File: src/rtl/pipe_stage_tracker_if.sv
// Stage-control bundle between the pipeline controller and the pipeline registers.
// Latency: none (wires only).
// Backpressure: none; the controller's per-stage rst/en pairs are the only flow control.
interface pipe_stage_tracker_if #(
  parameter int CNT_W = 32
);
  // Controller -> pipeline registers: per-stage bubble/advance commands
  logic             if_rst,  if_en;
  logic             id_rst,  id_en;
  logic             exe_rst, exe_en;
  logic             mem_rst, mem_en;
  logic             wb_rst,  wb_en;

  // Decode results of the instruction currently in ID
  logic [4:0]       regw_addr_id;
  logic             wb_wen_id;
  logic             is_load_id;
  logic             is_store_id;
  logic [4:0]       addr_rt_id;

  logic             cnt_clr;

  // Stage occupancy and hazard feedback back to the controller
  logic             if_valid, id_valid, exe_valid, mem_valid, wb_valid;
  logic [4:0]       regw_addr_exe;
  logic             wb_wen_exe, is_load_exe, is_store_exe;
  logic [4:0]       regw_addr_mem;
  logic             wb_wen_mem, is_load_mem, is_store_mem;
  logic [4:0]       addr_rt_mem;
  logic [4:0]       regw_addr_wb;
  logic             wb_wen_wb;

  // Debug performance counters
  logic [CNT_W-1:0] cycle_cnt, retire_cnt, bubble_cnt;

  // Controller side
  modport master (
    output if_rst, if_en, id_rst, id_en, exe_rst, exe_en,
           mem_rst, mem_en, wb_rst, wb_en,
           regw_addr_id, wb_wen_id, is_load_id, is_store_id, addr_rt_id, cnt_clr,
    input  if_valid, id_valid, exe_valid, mem_valid, wb_valid,
           regw_addr_exe, wb_wen_exe, is_load_exe, is_store_exe,
           regw_addr_mem, wb_wen_mem, is_load_mem, is_store_mem, addr_rt_mem,
           regw_addr_wb, wb_wen_wb,
           cycle_cnt, retire_cnt, bubble_cnt
  );

  // Pipeline-register side
  modport slave (
    input  if_rst, if_en, id_rst, id_en, exe_rst, exe_en,
           mem_rst, mem_en, wb_rst, wb_en,
           regw_addr_id, wb_wen_id, is_load_id, is_store_id, addr_rt_id, cnt_clr,
    output if_valid, id_valid, exe_valid, mem_valid, wb_valid,
           regw_addr_exe, wb_wen_exe, is_load_exe, is_store_exe,
           regw_addr_mem, wb_wen_mem, is_load_mem, is_store_mem, addr_rt_mem,
           regw_addr_wb, wb_wen_wb,
           cycle_cnt, retire_cnt, bubble_cnt
  );
endinterface

File: src/rtl/pipe_stage_tracker.sv
// Pipeline-register side of the 5-stage MIPS stage control: valid flags, hazard feedback, debug counters.
// Latency: ID fields reach EXE outputs 1 cycle after the edge, MEM 2, WB 3 (stages enabled).
// Backpressure: a stage with en=0 holds; rst=1 loads a bubble and wins over en.
module pipe_stage_tracker #(
  parameter int CNT_W = 32
) (
  input  logic                 clk,
  input  logic                 rst_n,
  pipe_stage_tracker_if.slave  bus
);

  logic             if_valid_q,      if_valid_d;
  logic             id_valid_q,      id_valid_d;
  logic             exe_valid_q,     exe_valid_d;
  logic [4:0]       regw_addr_exe_q, regw_addr_exe_d;
  logic             wb_wen_exe_q,    wb_wen_exe_d;
  logic             is_load_exe_q,   is_load_exe_d;
  logic             is_store_exe_q,  is_store_exe_d;
  logic [4:0]       addr_rt_exe_q,   addr_rt_exe_d;
  logic             mem_valid_q,     mem_valid_d;
  logic [4:0]       regw_addr_mem_q, regw_addr_mem_d;
  logic             wb_wen_mem_q,    wb_wen_mem_d;
  logic             is_load_mem_q,   is_load_mem_d;
  logic             is_store_mem_q,  is_store_mem_d;
  logic [4:0]       addr_rt_mem_q,   addr_rt_mem_d;
  logic             wb_valid_q,      wb_valid_d;
  logic [4:0]       regw_addr_wb_q,  regw_addr_wb_d;
  logic             wb_wen_wb_q,     wb_wen_wb_d;
  logic [CNT_W-1:0] cycle_cnt_q,     cycle_cnt_d;
  logic [CNT_W-1:0] retire_cnt_q,    retire_cnt_d;
  logic [CNT_W-1:0] bubble_cnt_q,    bubble_cnt_d;

  // Stage next-state: bubble on rst, take upstream on en, otherwise hold
  always_comb begin
    if_valid_d      = if_valid_q;
    id_valid_d      = id_valid_q;
    exe_valid_d     = exe_valid_q;
    regw_addr_exe_d = regw_addr_exe_q;
    wb_wen_exe_d    = wb_wen_exe_q;
    is_load_exe_d   = is_load_exe_q;
    is_store_exe_d  = is_store_exe_q;
    addr_rt_exe_d   = addr_rt_exe_q;
    mem_valid_d     = mem_valid_q;
    regw_addr_mem_d = regw_addr_mem_q;
    wb_wen_mem_d    = wb_wen_mem_q;
    is_load_mem_d   = is_load_mem_q;
    is_store_mem_d  = is_store_mem_q;
    addr_rt_mem_d   = addr_rt_mem_q;
    wb_valid_d      = wb_valid_q;
    regw_addr_wb_d  = regw_addr_wb_q;
    wb_wen_wb_d     = wb_wen_wb_q;

    // Fetch always produces an instruction once running
    if (bus.if_rst)     if_valid_d = 1'b0;
    else if (bus.if_en) if_valid_d = 1'b1;

    if (bus.id_rst)     id_valid_d = 1'b0;
    else if (bus.id_en) id_valid_d = if_valid_q;

    // Side-effect flags are qualified with id_valid so an empty slot never
    // advertises a write or a load to the hazard logic
    if (bus.exe_rst) begin
      exe_valid_d     = 1'b0;
      regw_addr_exe_d = 5'd0;
      wb_wen_exe_d    = 1'b0;
      is_load_exe_d   = 1'b0;
      is_store_exe_d  = 1'b0;
      addr_rt_exe_d   = 5'd0;
    end else if (bus.exe_en) begin
      exe_valid_d     = id_valid_q;
      regw_addr_exe_d = bus.regw_addr_id;
      wb_wen_exe_d    = bus.wb_wen_id   & id_valid_q;
      is_load_exe_d   = bus.is_load_id  & id_valid_q;
      is_store_exe_d  = bus.is_store_id & id_valid_q;
      addr_rt_exe_d   = bus.addr_rt_id;
    end

    if (bus.mem_rst) begin
      mem_valid_d     = 1'b0;
      regw_addr_mem_d = 5'd0;
      wb_wen_mem_d    = 1'b0;
      is_load_mem_d   = 1'b0;
      is_store_mem_d  = 1'b0;
      addr_rt_mem_d   = 5'd0;
    end else if (bus.mem_en) begin
      mem_valid_d     = exe_valid_q;
      regw_addr_mem_d = regw_addr_exe_q;
      wb_wen_mem_d    = wb_wen_exe_q;
      is_load_mem_d   = is_load_exe_q;
      is_store_mem_d  = is_store_exe_q;
      addr_rt_mem_d   = addr_rt_exe_q;
    end

    if (bus.wb_rst) begin
      wb_valid_d     = 1'b0;
      regw_addr_wb_d = 5'd0;
      wb_wen_wb_d    = 1'b0;
    end else if (bus.wb_en) begin
      wb_valid_d     = mem_valid_q;
      regw_addr_wb_d = regw_addr_mem_q;
      wb_wen_wb_d    = wb_wen_mem_q;
    end
  end

  // Debug counters: clear wins; a stall bubble is exe_rst without mem_rst
  always_comb begin
    cycle_cnt_d  = cycle_cnt_q;
    retire_cnt_d = retire_cnt_q;
    bubble_cnt_d = bubble_cnt_q;
    if (bus.cnt_clr) begin
      cycle_cnt_d  = '0;
      retire_cnt_d = '0;
      bubble_cnt_d = '0;
    end else begin
      if (bus.wb_en)                             cycle_cnt_d  = cycle_cnt_q + CNT_W'(1);
      if (wb_valid_q && bus.wb_en && !bus.wb_rst) retire_cnt_d = retire_cnt_q + CNT_W'(1);
      if (bus.exe_rst && !bus.mem_rst)           bubble_cnt_d = bubble_cnt_q + CNT_W'(1);
    end
  end

  // State registers, cleared asynchronously by rst_n
  always_ff @(posedge clk or negedge rst_n) begin
    if (!rst_n) begin
      if_valid_q      <= 1'b0;
      id_valid_q      <= 1'b0;
      exe_valid_q     <= 1'b0;
      regw_addr_exe_q <= 5'd0;
      wb_wen_exe_q    <= 1'b0;
      is_load_exe_q   <= 1'b0;
      is_store_exe_q  <= 1'b0;
      addr_rt_exe_q   <= 5'd0;
      mem_valid_q     <= 1'b0;
      regw_addr_mem_q <= 5'd0;
      wb_wen_mem_q    <= 1'b0;
      is_load_mem_q   <= 1'b0;
      is_store_mem_q  <= 1'b0;
      addr_rt_mem_q   <= 5'd0;
      wb_valid_q      <= 1'b0;
      regw_addr_wb_q  <= 5'd0;
      wb_wen_wb_q     <= 1'b0;
      cycle_cnt_q     <= '0;
      retire_cnt_q    <= '0;
      bubble_cnt_q    <= '0;
    end else begin
      if_valid_q      <= if_valid_d;
      id_valid_q      <= id_valid_d;
      exe_valid_q     <= exe_valid_d;
      regw_addr_exe_q <= regw_addr_exe_d;
      wb_wen_exe_q    <= wb_wen_exe_d;
      is_load_exe_q   <= is_load_exe_d;
      is_store_exe_q  <= is_store_exe_d;
      addr_rt_exe_q   <= addr_rt_exe_d;
      mem_valid_q     <= mem_valid_d;
      regw_addr_mem_q <= regw_addr_mem_d;
      wb_wen_mem_q    <= wb_wen_mem_d;
      is_load_mem_q   <= is_load_mem_d;
      is_store_mem_q  <= is_store_mem_d;
      addr_rt_mem_q   <= addr_rt_mem_d;
      wb_valid_q      <= wb_valid_d;
      regw_addr_wb_q  <= regw_addr_wb_d;
      wb_wen_wb_q     <= wb_wen_wb_d;
      cycle_cnt_q     <= cycle_cnt_d;
      retire_cnt_q    <= retire_cnt_d;
      bubble_cnt_q    <= bubble_cnt_d;
    end
  end

  assign bus.if_valid      = if_valid_q;
  assign bus.id_valid      = id_valid_q;
  assign bus.exe_valid     = exe_valid_q;
  assign bus.regw_addr_exe = regw_addr_exe_q;
  assign bus.wb_wen_exe    = wb_wen_exe_q;
  assign bus.is_load_exe   = is_load_exe_q;
  assign bus.is_store_exe  = is_store_exe_q;
  assign bus.mem_valid     = mem_valid_q;
  assign bus.regw_addr_mem = regw_addr_mem_q;
  assign bus.wb_wen_mem    = wb_wen_mem_q;
  assign bus.is_load_mem   = is_load_mem_q;
  assign bus.is_store_mem  = is_store_mem_q;
  assign bus.addr_rt_mem   = addr_rt_mem_q;
  assign bus.wb_valid      = wb_valid_q;
  assign bus.regw_addr_wb  = regw_addr_wb_q;
  assign bus.wb_wen_wb     = wb_wen_wb_q;
  assign bus.cycle_cnt     = cycle_cnt_q;
  assign bus.retire_cnt    = retire_cnt_q;
  assign bus.bubble_cnt    = bubble_cnt_q;

endmodule
File: src/flat_wrapper.sv
// flat-port wrapper written by rule: the top's interface ports become plain ports
module pipe_stage_tracker_flat 
#(
  parameter int CNT_W = 32
)
  (clk, rst_n, bus_if_rst, bus_if_en, bus_id_rst, bus_id_en, bus_exe_rst, bus_exe_en, bus_mem_rst, bus_mem_en, bus_wb_rst, bus_wb_en, bus_regw_addr_id, bus_wb_wen_id, bus_is_load_id, bus_is_store_id, bus_addr_rt_id, bus_cnt_clr, bus_if_valid, bus_id_valid, bus_exe_valid, bus_mem_valid, bus_wb_valid, bus_regw_addr_exe, bus_wb_wen_exe, bus_is_load_exe, bus_is_store_exe, bus_regw_addr_mem, bus_wb_wen_mem, bus_is_load_mem, bus_is_store_mem, bus_addr_rt_mem, bus_regw_addr_wb, bus_wb_wen_wb, bus_cycle_cnt, bus_retire_cnt, bus_bubble_cnt);
  pipe_stage_tracker_if #(.CNT_W(CNT_W)) bus_i ();
  input  logic clk;
  input  logic rst_n;
  input wire logic [$bits(bus_i.if_rst)-1:0] bus_if_rst;
  input wire logic [$bits(bus_i.if_en)-1:0] bus_if_en;
  input wire logic [$bits(bus_i.id_rst)-1:0] bus_id_rst;
  input wire logic [$bits(bus_i.id_en)-1:0] bus_id_en;
  input wire logic [$bits(bus_i.exe_rst)-1:0] bus_exe_rst;
  input wire logic [$bits(bus_i.exe_en)-1:0] bus_exe_en;
  input wire logic [$bits(bus_i.mem_rst)-1:0] bus_mem_rst;
  input wire logic [$bits(bus_i.mem_en)-1:0] bus_mem_en;
  input wire logic [$bits(bus_i.wb_rst)-1:0] bus_wb_rst;
  input wire logic [$bits(bus_i.wb_en)-1:0] bus_wb_en;
  input wire logic [$bits(bus_i.regw_addr_id)-1:0] bus_regw_addr_id;
  input wire logic [$bits(bus_i.wb_wen_id)-1:0] bus_wb_wen_id;
  input wire logic [$bits(bus_i.is_load_id)-1:0] bus_is_load_id;
  input wire logic [$bits(bus_i.is_store_id)-1:0] bus_is_store_id;
  input wire logic [$bits(bus_i.addr_rt_id)-1:0] bus_addr_rt_id;
  input wire logic [$bits(bus_i.cnt_clr)-1:0] bus_cnt_clr;
  output wire logic [$bits(bus_i.if_valid)-1:0] bus_if_valid;
  output wire logic [$bits(bus_i.id_valid)-1:0] bus_id_valid;
  output wire logic [$bits(bus_i.exe_valid)-1:0] bus_exe_valid;
  output wire logic [$bits(bus_i.mem_valid)-1:0] bus_mem_valid;
  output wire logic [$bits(bus_i.wb_valid)-1:0] bus_wb_valid;
  output wire logic [$bits(bus_i.regw_addr_exe)-1:0] bus_regw_addr_exe;
  output wire logic [$bits(bus_i.wb_wen_exe)-1:0] bus_wb_wen_exe;
  output wire logic [$bits(bus_i.is_load_exe)-1:0] bus_is_load_exe;
  output wire logic [$bits(bus_i.is_store_exe)-1:0] bus_is_store_exe;
  output wire logic [$bits(bus_i.regw_addr_mem)-1:0] bus_regw_addr_mem;
  output wire logic [$bits(bus_i.wb_wen_mem)-1:0] bus_wb_wen_mem;
  output wire logic [$bits(bus_i.is_load_mem)-1:0] bus_is_load_mem;
  output wire logic [$bits(bus_i.is_store_mem)-1:0] bus_is_store_mem;
  output wire logic [$bits(bus_i.addr_rt_mem)-1:0] bus_addr_rt_mem;
  output wire logic [$bits(bus_i.regw_addr_wb)-1:0] bus_regw_addr_wb;
  output wire logic [$bits(bus_i.wb_wen_wb)-1:0] bus_wb_wen_wb;
  output wire logic [$bits(bus_i.cycle_cnt)-1:0] bus_cycle_cnt;
  output wire logic [$bits(bus_i.retire_cnt)-1:0] bus_retire_cnt;
  output wire logic [$bits(bus_i.bubble_cnt)-1:0] bus_bubble_cnt;
  assign bus_i.if_rst = bus_if_rst;
  assign bus_i.if_en = bus_if_en;
  assign bus_i.id_rst = bus_id_rst;
  assign bus_i.id_en = bus_id_en;
  assign bus_i.exe_rst = bus_exe_rst;
  assign bus_i.exe_en = bus_exe_en;
  assign bus_i.mem_rst = bus_mem_rst;
  assign bus_i.mem_en = bus_mem_en;
  assign bus_i.wb_rst = bus_wb_rst;
  assign bus_i.wb_en = bus_wb_en;
  assign bus_i.regw_addr_id = bus_regw_addr_id;
  assign bus_i.wb_wen_id = bus_wb_wen_id;
  assign bus_i.is_load_id = bus_is_load_id;
  assign bus_i.is_store_id = bus_is_store_id;
  assign bus_i.addr_rt_id = bus_addr_rt_id;
  assign bus_i.cnt_clr = bus_cnt_clr;
  assign bus_if_valid = bus_i.if_valid;
  assign bus_id_valid = bus_i.id_valid;
  assign bus_exe_valid = bus_i.exe_valid;
  assign bus_mem_valid = bus_i.mem_valid;
  assign bus_wb_valid = bus_i.wb_valid;
  assign bus_regw_addr_exe = bus_i.regw_addr_exe;
  assign bus_wb_wen_exe = bus_i.wb_wen_exe;
  assign bus_is_load_exe = bus_i.is_load_exe;
  assign bus_is_store_exe = bus_i.is_store_exe;
  assign bus_regw_addr_mem = bus_i.regw_addr_mem;
  assign bus_wb_wen_mem = bus_i.wb_wen_mem;
  assign bus_is_load_mem = bus_i.is_load_mem;
  assign bus_is_store_mem = bus_i.is_store_mem;
  assign bus_addr_rt_mem = bus_i.addr_rt_mem;
  assign bus_regw_addr_wb = bus_i.regw_addr_wb;
  assign bus_wb_wen_wb = bus_i.wb_wen_wb;
  assign bus_cycle_cnt = bus_i.cycle_cnt;
  assign bus_retire_cnt = bus_i.retire_cnt;
  assign bus_bubble_cnt = bus_i.bubble_cnt;
  pipe_stage_tracker #(.CNT_W(CNT_W)) u_core (.clk(clk), .rst_n(rst_n), .bus(bus_i));
endmodule
File: config.mk
export PLATFORM = sky130hd
export DESIGN_NAME = pipe_stage_tracker_flat
export DESIGN_NICKNAME = d
export VERILOG_FILES = /design/src/rtl/pipe_stage_tracker_if.sv /design/src/rtl/pipe_stage_tracker.sv /design/src/flat_wrapper.sv
export SDC_FILE = /design/constraint.sdc
export NUM_CORES = 1
export LEC_CHECK = 0
export CORE_MARGIN = 4
export CORE_UTILIZATION = 40
export CTS_CLUSTER_SIZE = 10
export DETAILED_ROUTE_END_ITERATION = 12
export GPL_TIMING_DRIVEN = 0
export HOLD_SLACK_MARGIN = 0.02
export PLACE_DENSITY = 0.65
export SLEW_MARGIN = 20
export SYNTH_ARGS = -nofsm -noshare
export SYNTH_HDL_FRONTEND = slang
export SYNTH_SLANG_ARGS = --single-unit
File: constraint.sdc
create_clock -name clk -period 2.18 [get_ports clk]
set_input_delay 0.545 -clock clk [delete_from_list [all_inputs] [get_ports clk]]
set_output_delay 0.545 -clock clk [all_outputs]
set_load 0.05 [all_outputs]
Word-level counts from Yosys, hierarchy flattened
Index checks and enable logic that the tools add are counted.
Widths: inputs -> output; s select.
{ "totals": {"ff_bits": 133} }
{ "op_classes": {"reduce_logical": 13, "bitwise_logic": 3, "n_addsub": 3, "mux": 40} }
{ "ops": {"columns": ["op", "n"], "rows": [
  ["$mux 32", 6],
  ["$add 32x1->32 const B", 3],
  ["$mux 5", 10],
  ["$mux 1", 24],
  ["$reduce_bool 2->1", 8],
  ["$and 1x1->1", 3],
  ["$logic_and 1x1->1", 3],
  ["$logic_not 1->1", 2]
]} }

Depth between registers and ports, before layout
{ "depth": {"ltp_word": 4, "depth_mapped": 8, "mapped_depth_nobuf": 6} }

Worst setup path before layout
OpenSTA, ideal clock, no wires.
{ "synth_timing": {"path_kind": "flip-flop to flip-flop", "startpoint": "reg u_core.retire_cnt_q[6], in the netlist u_core.bus.retire_cnt[6]", "endpoint": "reg u_core.retire_cnt_q[31], in the netlist u_core.bus.retire_cnt[31]", "slack_ns": 0.110, "n_path_buf": 0, "stages_incl_launch_ff": 6, "t_arrival_ns": 1.934, "required_time_ns": 2.044, "path_cell_list": "dfrtp_1 -> nand3_1 -> or4_4 -> nor4_4 -> a31o_2 -> a21oi_1"} }
{ "synth_via": {"elab_chain_len": 3} }
{ "synth_lines": {"columns": ["element", "line", "source"], "rows": [
  ["start: declaration", "pipe_stage_tracker.sv:30", "logic [CNT_W-1:0] retire_cnt_q, retire_cnt_d;"],
  ["start signal: assignment", "pipe_stage_tracker.sv:163", "retire_cnt_q <= retire_cnt_d;"],
  ["$add 32x1->32", "pipe_stage_tracker.sv:116", "if (wb_valid_q && bus.wb_en && !bus.wb_rst) retire_cnt_d = retire_cnt_q + CNT_W'(1);"],
  ["$mux 32", "pipe_stage_tracker.sv:116", null],
  ["$mux 32", "pipe_stage_tracker.sv:110", "if (bus.cnt_clr) begin"]
]} }
No other way between the ends. The select of a mux whose other input is x is not followed.
A chain may end at the register's enable or synchronous reset.

Final worst setup path
{ "layout_timing": {"startpoint": "reg u_core.cycle_cnt_q[20], in the netlist u_core.bus.cycle_cnt[20]", "endpoint": "out bus_cycle_cnt[20]"} }
{ "layout_rtl": {"columns": ["element", "line", "source"], "rows": [
  ["start: declaration", "pipe_stage_tracker.sv:29", "logic [CNT_W-1:0] cycle_cnt_q, cycle_cnt_d;"],
  ["start signal: assignment", "pipe_stage_tracker.sv:162", "cycle_cnt_q <= cycle_cnt_d;"],
  ["end: declaration", "flat_wrapper.sv:42", "output wire logic [$bits(bus_i.cycle_cnt)-1:0] bus_cycle_cnt;"]
]} }
No word-level cell between the ends.

==> key figures <==
Critical path
  • Number of buffers and inverters on the critical path: 1
  • CP startpoint kind: flip-flop
  • Logic depth of the worst register-to-register path: 6
  • Worst path top cell family by delay: buffers and inverters
  • Category of the critical setup timing path: reg -> out
  • Capturing element of the worst setup path: bus_cycle_cnt[20]
  • Max FO, Critical Path: 3
  • Critical path startpoint: u_core.bus.cycle_cnt[20]
  • Worst path slowest cell: clkdlybuf4s50_1
  • Worst R2R Setup Slack: 0.19 ns
  • R2r startpoint: u_core.bus.cycle_cnt[0]
  • Depth of the critical timing path with buffers and inverters included: 1
  • Worst endpoint data arrival time: about 1.6 ns
  • Endpoint kind of the worst setup timing path: output port
  • Critical path, cell by cell: clkdlybuf4s50_1
  • Delay of the slowest cell on the worst path: approximately 0.8 ns
  • Endpoint of the lowest-slack register-to-register path: u_core.bus.cycle_cnt[22]
  • Data required time at the worst endpoint: about 1.6 ns

STA
  • Hold Violations, Final: 0
  • Post-route fraction of the period consumed by the critical path: between 90 and 100%
  • Worst slew margin relative to its limit: between 50% and 60%
  • Minimum clock period: 2.14 ns
  • Setup skew after layout: 0.00509 ns
  • Count of pins over their slew limit: 0
  • Unrepaired setup endpoints after global routing: no
  • Top achievable clock speed: ~0.47 GHz
  • Slack of the critical path: between 0.03 and 0.04 ns
  • Count of final setup violators: 0
  • Setup_tns: 0 ns
  • Slew @ Worst Pin: 0.732 ns

Power
  • Worst ir drop on vdd: between 0.4 and 0.5 mV
  • Power per Cell Area: roughly 650 nW/um^2
  • Static Leakage: 0.00444 uW
  • Final Total Pwr: approximately 5600 uW

Routing
  • Post-route ant nets: 0
  • Average wire per cell in the routed design: around 16 um
  • Initial drt markers: slightly below 300
  • Vias per cell: roughly 5
  • Detailed-route wire length: roughly 16000 um
  • Via Count: 5210
  • DRC errors left: 0
  • First-pass detailed-route iteration total: 4

Final layout
  • Fin nets: 820
  • Fill cell instance count of the final layout: between 1000 and 1500
  • Diode count: 0
  • Area occupied by multi-input gates: between 2000 and 3000 um^2
  • Final std cells w/o fill: between 1000 and 1500
  • Layout Utilization: between 50% and 60%
  • Seq. cell area: 3330 um^2
  • Post-synthesis to final-layout area growth: 35.1%
  • Most frequent standard cell in the layout excluding fill and tap cells: dfrtp_1
  • Highest-count cells in the layout ignoring fill and taps: 133 x dfrtp_1, 125 x nor2_1, 106 x dlygate4sd2_1, 59 x xor2_1, 38 x nand3_1
  • Layout cells sized above 1: approximately 7%

Synth
  • Async S/R FF share, synth: 100%
  • Post-synthesis instance area: about 6400 um^2
  • Number of distinct library cell variants in the gate-level netlist after synthesis: 44
  • Seq/Total Area, Yosys: between 50% and 60%
  • Most instantiated flip-flop cell in the synthesis netlist: dfrtp_1
  • Cell count after synthesis: 625
  • Number of flops mapped to enable cells by yosys: 0
  • Ys Warns: 0
  • Post-synthesis register bit count: about 130
  • Syn Area/Cell: ~10 um^2
  • Net Count, Synth: between 600 and 700

Place
  • Buffers on Ports: 146
  • DP Cell Count: between 900 and 1000
  • Worst slack, placed: -0.224 ns
  • Estimated wirelength of the detail-placed design: 11800 um
  • Final RePlAce weighted congestion: ~0.83

Floorplan
  • Vert. Die Dim: approximately 130 um
  • Starting Density: between 40 and 50%
  • Cell row count: 45
  • Io pins: around 150
  • Core Box Area: about 15000 um^2
  • Die area: roughly 18000 um^2
  • Die outline width: 134 um

Clocking
  • Htree depth: 4
  • CTS tree: done
  • CTS Buffer Depth: 2
  • Clock-pin slew reported for the worst setup and hold paths after clock tree synthesis: roughly 0.060 ns
  • Cell at the root of the clock tree: clkbuf_16
  • Clock latency of the later-clocked register in the worst-skew pair: 0.41 ns
  • Number of post-CTS setup repair buffers: 0
  • Cts bufs inserted: 17
  • CTS sink count: between 100 and 150

Status
  • Outcome: complete, no violations

GRT
  • Via count of the first global-routing pass: roughly 5300
  • Maximum number of pins on one net before global-route repair: 70
  • Aggregate global routing overflow: 0
  • Number of antenna violations at the first check in global routing: 0
  • Global Route Usage Sum: a little under a fifth
  • Global-route wire length before repair: about 27000 um

Job
  • Max-cap violations: 0

Min path
  • Path class of the lowest-slack min-delay path: in -> async
==> worst min path at each step <==
stage / startpoint / end / slack [ns] / cells after the start
2_1_floorplan: rst_n / u_core.addr_rt_exe_q[0] / 0.25 / 0
3_3_place_gp: u_core.bus.regw_addr_wb[4] / u_core.bus.regw_addr_wb[4] / 0.50 / 2
3_5_place_dp: u_core.addr_rt_exe_q[3] / u_core.addr_rt_exe_q[3] / 0.52 / 2
4_1_cts: rst_n / u_core.bus.bubble_cnt[3] / 0.09 / 1
5_1_grt: rst_n / u_core.bus.bubble_cnt[3] / 0.11 / 1
6_report: rst_n / u_core.bus.bubble_cnt[3] / 0.08 / 1
==> power breakdown <==
| part | switching (uW) | total (uW) | leakage [uW] | internal, uW |
|---|---|---|---|---|
| Sequential | 27.0 | 2530 | 0.00184 | 2500 |
| Combinational | 240 | 353 | 0.00232 | 113 |
| Clock | 1030 | 2680 | 0.000269 | 1650 |
| Total | 1300 | 5560 | 0.00444 | 4260 |
==> synth_stat cells (all sizes together), types with 11 or more instances <==
| master | instances | area [um^2] |
|---|---|---|
| nand3 | 40 | 210 |
| nand4 | 33 | 221 |
| or3 | 11 | 68.8 |
| xor2 | 59 | 517 |
| xnor2 | 23 | 201 |
| clkbuf | 18 | 67.6 |
| nand2 | 35 | 131 |
| nor2 | 125 | 469 |
| dfrtp | 133 | 3330 |
| nor4 | 12 | 124 |
| buf | 12 | 61.3 |
| and3 | 13 | 81.3 |
| a21oi | 15 | 75.1 |
| nor3 | 12 | 70.1 |
| mux2i | 35 | 350 |
==> sequential cells by signal, summed over array words and instances, names as in the netlist, 5 cells and up <==
name and count:
u_core.addr_rt_exe_q 5, u_core.bus.cycle_cnt 32, u_core.bus.bubble_cnt 32, u_core.bus.regw_addr_exe 5, u_core.bus.regw_addr_wb 5, u_core.bus.retire_cnt 32, u_core.bus.regw_addr_mem 5, u_core.bus.addr_rt_mem 5
==> stage by stage <==
step	hold WS [ns]	cell area [um^2]
final	0.0838	8600
after global routing	0.112	8600
after floorplan	0.249	6360
after detailed placement	0.516	8120
after global placement	0.502	8090
after CTS	0.0913	8540
==> repair_timing <==
action                                 in CTS  in global routing
gates cloned                                0                  0
resized for setup                         106                 16
endpoints found under the hold margin       0                  0
pin swaps                                   0                  1
setup endpoints to repair                 106                 23
hold buffers                                0                  0
==> kinds of logic (layout without fill, tap and decap cells) <==
group / Yosys count / in the layout / share of synthesized area, %
flip-flops: 133 / 133 / 52.3
XOR/XNOR: 82 / 82 / 11.3
buffers and inverters: 33 / 212 / 2.20
AND/OR/NAND/NOR: 307 / 307 / 25.2
multiplexers: 35 / 35 / 5.51
AO/OA/AOI/OAI: 32 / 32 / 2.95
adder cells (fa/ha/maj): 3 / 3 / 0.590
==> final cells by class <==
type	instances	share of cell area [%]
sequential	133	38.7
timing repair buffer	147	16.2
clock inverter	9	0.902
clock buffer	23	5.56
inverter	3	0.131
buffer	30	1.50
multi-input combinational	459	33.9
tap	211	3.07
==> layer usage <==
metal / share of wire, % / vias to the layer above / track usage [%]
li1: - / 2498 / -
met1: 44 / 2546 / 24.8
met2: 48 / 148 / 29.9
met3: 7.3 / 18 / 6.45
met4: 1.3 / 0 / 5.54
met5: 0 / - / 0
(Power assumes the default switching activity.)
